<file path="src/rtl/ac_alu_pkg.sv">
// Shared definitions for the accumulator ALU: operation codes, FSM states, default width.
package ac_alu_pkg;

    localparam int AC_WIDTH_DEF = 16;

    typedef enum logic [3:0] {
        OP_NOP  = 4'd0,
        OP_LOAD = 4'd1,
        OP_ADD  = 4'd2,
        OP_SUB  = 4'd3,
        OP_MUL  = 4'd4,
        OP_INC  = 4'd5,
        OP_DEC  = 4'd6,
        OP_CLR  = 4'd7
    } op_e;

    typedef enum logic {
        S_IDLE = 1'b0,
        S_MUL  = 1'b1
    } state_e;

endpackage

</file>
<file path="src/rtl/shift_add_mul.sv">
// Iterative unsigned shift-add multiplier: one step per clock, MUL_CYCLES steps after start.
// done is high during the final step; product then carries the completed low WIDTH bits.
module shift_add_mul #(
    parameter int WIDTH      = 16,
    parameter int MUL_CYCLES = 16
) (
    input  logic             clk,
    input  logic             rst,
    input  logic             start,
    input  logic [WIDTH-1:0] multiplicand,
    input  logic [WIDTH-1:0] multiplier,
    output logic             busy,
    output logic             done,
    output logic [WIDTH-1:0] product
);

    localparam int CW = (MUL_CYCLES > 1) ? $clog2(MUL_CYCLES) : 1;

    logic [WIDTH-1:0] r_mcand;
    logic [WIDTH-1:0] r_mplier;
    logic [WIDTH-1:0] r_pp;
    logic [CW-1:0]    r_cnt;
    logic             r_busy;

    logic [WIDTH-1:0] w_addend;
    logic [WIDTH-1:0] w_pp_nxt;
    logic             w_last;

    // LSB-first: multiplicand shifts left, multiplier right; bits above WIDTH fall away.
    assign w_addend = r_mplier[0] ? r_mcand : '0;
    assign w_pp_nxt = r_pp + w_addend;
    assign w_last   = r_busy && (r_cnt == CW'(MUL_CYCLES - 1));

    always_ff @(posedge clk) begin
        if (rst) begin
            r_mcand  <= '0;
            r_mplier <= '0;
            r_pp     <= '0;
            r_cnt    <= '0;
            r_busy   <= 1'b0;
        end else if (start) begin
            r_mcand  <= multiplicand;
            r_mplier <= multiplier;
            r_pp     <= '0;
            r_cnt    <= '0;
            r_busy   <= 1'b1;
        end else if (r_busy) begin
            r_pp     <= w_pp_nxt;
            r_mcand  <= r_mcand << 1;
            r_mplier <= r_mplier >> 1;
            r_cnt    <= r_cnt + CW'(1);
            if (w_last) begin
                r_busy <= 1'b0;
            end
        end
    end

    assign busy    = r_busy;
    assign done    = w_last;
    assign product = w_pp_nxt;

endmodule

</file>
<file path="src/rtl/ac_alu.sv">
// Accumulator ALU: single-cycle ops update AC on the accepting edge; MUL runs MUL_CYCLES more edges.
// Requests seen while busy are dropped, not queued; done pulses one cycle after each completion.
module ac_alu
    import ac_alu_pkg::*;
#(
    parameter int WIDTH      = AC_WIDTH_DEF,
    parameter int MUL_CYCLES = AC_WIDTH_DEF
) (
    input  logic             clk,
    input  logic             rst,
    input  logic [WIDTH-1:0] bus_in,
    input  logic             op_valid,
    input  logic [3:0]       op_code,
    output logic             busy,
    output logic             done,
    output logic [WIDTH-1:0] ac_out,
    output logic             z_flag
);

    state_e           r_state;
    logic [WIDTH-1:0] r_ac;
    logic             r_done;

    state_e           w_state_nxt;
    logic             w_done_nxt;
    logic             w_ac_we;
    logic [WIDTH-1:0] w_ac_nxt;
    logic [WIDTH-1:0] w_alu_res;
    logic             w_busy;
    logic             w_accept;
    logic             w_mul_start;
    logic             w_mul_busy;
    logic             w_mul_done;
    logic [WIDTH-1:0] w_mul_product;

    assign w_busy   = (r_state == S_MUL);
    assign w_accept = op_valid && !w_busy && !w_mul_busy;

    always_comb begin
        w_alu_res = r_ac;
        case (op_code)
            OP_LOAD: w_alu_res = bus_in;
            OP_ADD:  w_alu_res = r_ac + bus_in;
            OP_SUB:  w_alu_res = r_ac - bus_in;
            OP_INC:  w_alu_res = r_ac + WIDTH'(1);
            OP_DEC:  w_alu_res = r_ac - WIDTH'(1);
            OP_CLR:  w_alu_res = '0;
            default: w_alu_res = r_ac;
        endcase
    end

    always_comb begin
        w_state_nxt = r_state;
        w_done_nxt  = 1'b0;
        w_ac_we     = 1'b0;
        w_ac_nxt    = w_alu_res;
        w_mul_start = 1'b0;
        case (r_state)
            S_IDLE: begin
                if (w_accept) begin
                    if (op_code == OP_MUL) begin
                        w_mul_start = 1'b1;
                        w_state_nxt = S_MUL;
                    end else begin
                        w_ac_we    = 1'b1;
                        w_done_nxt = 1'b1;
                    end
                end
            end
            S_MUL: begin
                if (w_mul_done) begin
                    w_ac_we     = 1'b1;
                    w_ac_nxt    = w_mul_product;
                    w_done_nxt  = 1'b1;
                    w_state_nxt = S_IDLE;
                end
            end
            default: w_state_nxt = S_IDLE;
        endcase
    end

    always_ff @(posedge clk) begin
        if (rst) begin
            r_state <= S_IDLE;
            r_ac    <= '0;
            r_done  <= 1'b0;
        end else begin
            r_state <= w_state_nxt;
            r_done  <= w_done_nxt;
            if (w_ac_we) begin
                r_ac <= w_ac_nxt;
            end
        end
    end

    shift_add_mul #(
        .WIDTH      (WIDTH),
        .MUL_CYCLES (MUL_CYCLES)
    ) u_mul (
        .clk          (clk),
        .rst          (rst),
        .start        (w_mul_start),
        .multiplicand (r_ac),
        .multiplier   (bus_in),
        .busy         (w_mul_busy),
        .done         (w_mul_done),
        .product      (w_mul_product)
    );

    assign busy   = w_busy;
    assign done   = r_done;
    assign ac_out = r_ac;
    assign z_flag = (r_ac == '0);

endmodule

</file>
<file path="config.mk">
export PLATFORM = sky130hd
export DESIGN_NAME = ac_alu
export DESIGN_NICKNAME = d
export VERILOG_FILES = /design/src/rtl/ac_alu_pkg.sv /design/src/rtl/shift_add_mul.sv /design/src/rtl/ac_alu.sv
export SDC_FILE = /design/constraint.sdc
export NUM_CORES = 1
export LEC_CHECK = 0
export CORE_MARGIN = 2
export CORE_UTILIZATION = 50
export CTS_BUF_LIST = sky130_fd_sc_hd__clkbuf_8
export DETAILED_ROUTE_END_ITERATION = 8
export PLACE_DENSITY = 0.75
export SETUP_SLACK_MARGIN = 0.15
export SLEW_MARGIN = 20
export SYNTH_ARGS = -nofsm -noshare
export SYNTH_HDL_FRONTEND = slang
export SYNTH_HIERARCHICAL = 1
export SYNTH_SLANG_ARGS = --single-unit
</file>
<file path="constraint.sdc">
create_clock -name clk -period 3.4 [get_ports clk]
set_input_delay 0.85 -clock clk [delete_from_list [all_inputs] [get_ports clk]]
set_output_delay 0.85 -clock clk [all_outputs]
set_load 0.05 [all_outputs]
</file>
== After elaboration in Yosys (flattened, before gate mapping) ==
Index checks and enable logic that the tools add are counted.
Storage, ports and cells
  register bits: 71
  output and inout port bits: 19
  logic and storage cells: 50
Operators by class
  add/sub/neg operators: 6
  equality and inequality tests: 8
  mux-type cells: 19
  bitwise operators: 1
  reductions and logical operators: 8
Operators with widths (count)
  2-to-1 mux 16 bit: 7
  one-hot mux 16 bit (6 select lines): 1
  adder 16 bit: 2
  adder 16 x 1 -> 16 bit (second input constant): 1
  == test 4 x 3 -> 1 bit (second input constant): 4
  logical NOT 16 bit: 1
  subtractor 16 x 1 -> 16 bit (second input constant): 1
  subtractor 16 bit: 1
  2-to-1 mux 1 bit: 9
  == test 4 x 2 -> 1 bit (second input constant): 2
  adder 4 x 1 -> 4 bit (second input constant): 1
  == test 4 x 1 -> 1 bit (second input constant): 1
  == test 4 bit (second input constant): 1
  one-hot mux 1 bit (2 select lines): 2
  logical AND 1 bit: 3
  logical NOT 1 bit: 2
  nonzero test 2 bit: 1
  OR reduction 2 bit: 1
  NOT 1 bit: 1

== Longest topological paths before layout ==
  word-level depth: 6
  mapped depth: 17

== Modules after synthesis ==
The synthesis kept the hierarchy.
By module, submodules not included
  shift_add_mul: instances 1, cells each 392, area an instance 3176.8 µm², sequential area each 1061.0 µm²
  ac_alu: instances 1, cells each 360, area an instance 2493.6 µm², sequential area each 360.3 µm²

== Worst setup path before layout ==
No wires, ideal clock.
  path type: input port to flip-flop
  start: input port bus_in[0]
  end: register r_ac[15] (netlist: ac_out[15])
  arrival: 3.529 ns
  setup slack: -0.262 ns
  stages on the path: 16
  path buffers: 0
  path through: inv_1 -> ha_1 -> nor3b_1 -> nand3b_1 -> nor3_1 -> nor3_1 -> o21ai_0 -> o21ai_0 -> a31oi_1 -> ha_1 -> a21o_1 -> a21o_1 -> a221oi_1 -> a21boi_0 -> mux2i_1 -> o211ai_1
Between the ends
  cells in the longest elaborated chain, start to end: 4
  elaborated cells on any way between the ends: 5
  those cells by class: add/sub: 2; mux: 3
RTL lines
  start, declared: line ac_alu.sv:11  | input logic [WIDTH-1:0] bus_in,
  subtractor 16 bit / adder 16 bit (equally long branches): line ac_alu.sv:44, ac_alu.sv:43
  one-hot mux 16 bit (6 select lines) (*): line ac_alu.sv:41  | case (op_code)
  2-to-1 mux 16 bit: line ac_alu.sv:71  | if (w_mul_done) begin
  2-to-1 mux 16 bit (*): line ac_alu.sv:58  | case (r_state)
  end signal, assigned: line ac_alu.sv:91  | r_ac <= w_ac_nxt;
  end, declared: line ac_alu.sv:21  | logic [WIDTH-1:0] r_ac;
Every way passes the cells marked *; elsewhere a longest branch is shown, timed or not.
A chain may end at the register's enable or synchronous reset.

== Worst setup path in the final report ==
  start: input port bus_in[1]
  end: register r_ac[15] (netlist: ac_out[15])
Same word-level chain as after synthesis.

==> results_dict.tcl <==
set metrics [dict create \
    status "complete, but fails checks" \
    violations "setup timing" \
    crit_type "input pin to flip-flop" \
    cts_inserted_buffers 9 \
    start_kind "input pin" \
    final_core_util 0.704 \
    wire_per_inst_um 18.2 \
    dr.pass1.iters 5 \
    start_util 0.519 \
    synth_edf_count 0 \
    synth_cell_type_count 68 \
    die_h_um 110 \
    finalCriticalPeriod_ns 3.45 \
    rsz0062_at_grt "yes" \
    fillCellCount 882 \
    yosysTopAreaCellShare 0.251 \
    cts.path.max_buffers 2 \
    required_ns 3.63 \
    core.rowCount 38 \
    worst_pin_slew_ns 0.968 \
    finClkSkew_ns 0.0249 \
    h-tree-depth 3 \
    synth.area.top_cells "dfxtp_1, mux2i_1, a21oi_1" \
    drt_wl_total_um 18500 \
    final-setup-viol-count 1 \
    nets 932 \
    clkSlewWorstSetupHoldPaths_ns 0.08 \
    cts_hold_buf 0 \
    syn_avg_cell_area_um2 7.54 \
    async_flop_share 0 \
    io_pins 42 \
    stdcell_area_mm2 0.00770 \
    ys_ff_latch 71 \
    ys_seq_area_frac 0.251 \
    hold_violations 0 \
    drive_gt1_frac 0.264 \
    first_global_vias 5912 \
    grt_antenna_before_repair 0 \
    clkLatencyLatePin_ns 0.39 \
    finalCritPeriodShare 1.01 \
    drv_slew 0 \
    multi_input_comb_area_mm2 0.00449 \
    dp_hpwl_um 13500 \
    die_w_um 110 \
    die_area_mm2 0.0122 \
    cap_viol_max_count 0 \
    clkSinkCount 71 \
    hold_class "flip-flop to flip-flop" \
    netlist_instances 752 \
    grt_pass1_wl_um 29300 \
    remaining_drc_errors 0 \
    crit_arrival_ns 3.67 \
    irDropWorstVdd_uv 269 \
    setup_slack_ns -0.0456 \
    syn_to_final_growth_pct 35.7 \
    grt_max_degree 51 \
    core_mm2 0.0109 \
    p_leak_nw 3.16 \
    power_mw 2.54 \
    synth_nets 809 \
    cts.root.buffer_cell "clkbuf_8" \
    max_freq_ghz 0.290 \
    synth_ff_type "dfxtp_1" \
    diodes 0 \
    cts_tree "done" \
    grt_usage 0.291 \
    crit_fanout 5 \
    gr-total-overflow 0 \
    final-seq-area_mm2 0.00142 \
    holdWs_ns 0.491 \
    antenna_left 0 \
    vias 6184 \
    endpoint_kind "flip-flop" \
    synth_largest_area_cell "dfxtp_1" \
    max-slew-margin-rel 0.355 \
    io_buffers 41 \
    netlist_area_mm2 0.00567 \
    synth_warnings 6 \
    gp_congestion 0.960 \
    place_area_mm2 0.00698 \
    drt_iter0_drc 455 \
    powerDensity_mw_per_mm2 329 \
    via_per_inst 6.06 \
]
[critical path, cell delays in order]
cell,delay [ns]
buf_6,0.09
buf_6,0.12
inv_12,0.05
ha_4,0.11
nor3b_4,0.20
nand3b_1,0.22
nor3_4,0.33
buf_4,0.17
a21oi_2,0.05
o21ai_2,0.20
a31oi_4,0.07
ha_4,0.29
and3_4,0.18
and2_4,0.15
and3_4,0.17
o21ai_2,0.05
and3_1,0.14
mux2i_1,0.14
o211ai_1,0.10
[cells in the mapped netlist, types with 3 or more instances]
master    number
a221o_1        5
a221oi_1       5
nor4_1         6
nor2b_1       10
a31o_2         3
a31oi_1       15
a21o_1        13
dfxtp_1       71
or2_2          3
or3_2          3
ha_1          32
nand3_1       14
o21a_1         8
o21ai_0       39
inv_1         16
clkbuf_1      32
o21bai_1       5
a211o_1        3
buf_1          4
nand2_1       45
and2_1        18
nand3b_1       6
nor3b_1        6
o22ai_1        5
nand2b_1       9
nor2_1       110
or3_1          7
xor2_1        14
o211ai_1      11
a21oi_1       83
o31ai_1        3
mux2i_1       43
nor3_1        26
buf_2          6
xnor2_1       12
a22oi_1        4
a21oi_2        3
and3_1        11
[path summary, 6_finish.rpt]
path	startpoint	end	slack (ns)	depth (start not counted)
hold / removal	u_mul/r_pp[11]$_SDFFE_PP0P_	u_mul/r_pp[11]$_SDFFE_PP0P_	0.49	2
setup reg to reg	u_mul/r_mplier[0]$_SDFFE_PP0P_	ac_out[14]$_SDFFE_PP0P_	0.40	11
hold reg to reg	u_mul/r_pp[11]$_SDFFE_PP0P_	u_mul/r_pp[11]$_SDFFE_PP0P_	0.49	2
setup / recovery	bus_in[1]	ac_out[15]$_SDFFE_PP0P_	-0.05	19
[flip-flops by register name, summed over array words and instances (netlist names)]
register,count
done,1
u_mul/r_mplier,16
ac_out,16
u_mul/r_cnt,4
u_mul/r_mcand,16
u_mul/r_pp,16
u_mul/busy,1
busy,1
[repair_timing]
action                                  4_1_cts  5_1_grt
cloned                                        0        0
buffers inserted                              4        6
endpoints found under the setup margin       13       12
pin swaps                                    32       45
resized for setup                            64       53
[report_power, final]
| group | internal, mW | total (mW) | leakage [nW] | switching, mW |
|---|---|---|---|---|
| clock network | 0.506 | 0.876 | 0.128 | 0.370 |
| logic | 0.351 | 0.785 | 2.46 | 0.434 |
| registers | 0.850 | 0.875 | 0.576 | 0.0244 |
| total | 1.71 | 2.54 | 3.16 | 0.828 |
[placed cells by master (no fill, tap or decap), drive strengths merged, types with 13 or more instances in the layout]
cell type      instances
xor2                  14
ha                    32
nand2                 45
and2                  18
nor3                  28
a31oi                 15
buf                  118
clkdlybuf4s50         25
dfxtp                 71
o21ai                 42
a21oi                 88
inv                   18
a21o                  13
mux2i                 43
nand3                 14
nor2                 110
[per-layer routing]
metal,vias up,track usage,share of wire
met5,-,0,0
met4,0,0.0900,0.031
met3,50,0.0626,0.052
met2,201,0.503,0.48
met1,2952,0.362,0.43
li1,2981,-,-
[through the flow]
stage / worst slack [ns] / std cells / TNS (ns)
4_1_cts: 0.00204 / 1014 / 0
3_3_place_gp: -0.836 / 994 / -8.04
3_5_place_dp: -0.880 / 994 / -8.89
5_1_grt: -0.165 / 1020 / -0.451
6_report: -0.0456 / 1020 / -0.0456
2_1_floorplan: 0.0110 / 752 / 0
[area by class of cell]
class                   instances  area share
clock inverters                 6      0.0140
multi-input cells             620       0.583
inverters                      17      0.0106
flip-flops and latches         71       0.185
clock buffers                  10      0.0179
repair buffers                156       0.167
well taps                     140      0.0228
[logic make-up after synthesis]
group	after synthesis	share of synthesized area
compound gates	230	0.259
xor+xnor	26	0.0402
fa+ha+maj	34	0.0777
buf+inv	61	0.0444
flops	71	0.251
mux	43	0.0759
simple gates	287	0.252
Power figures use the tool's default switching activity.
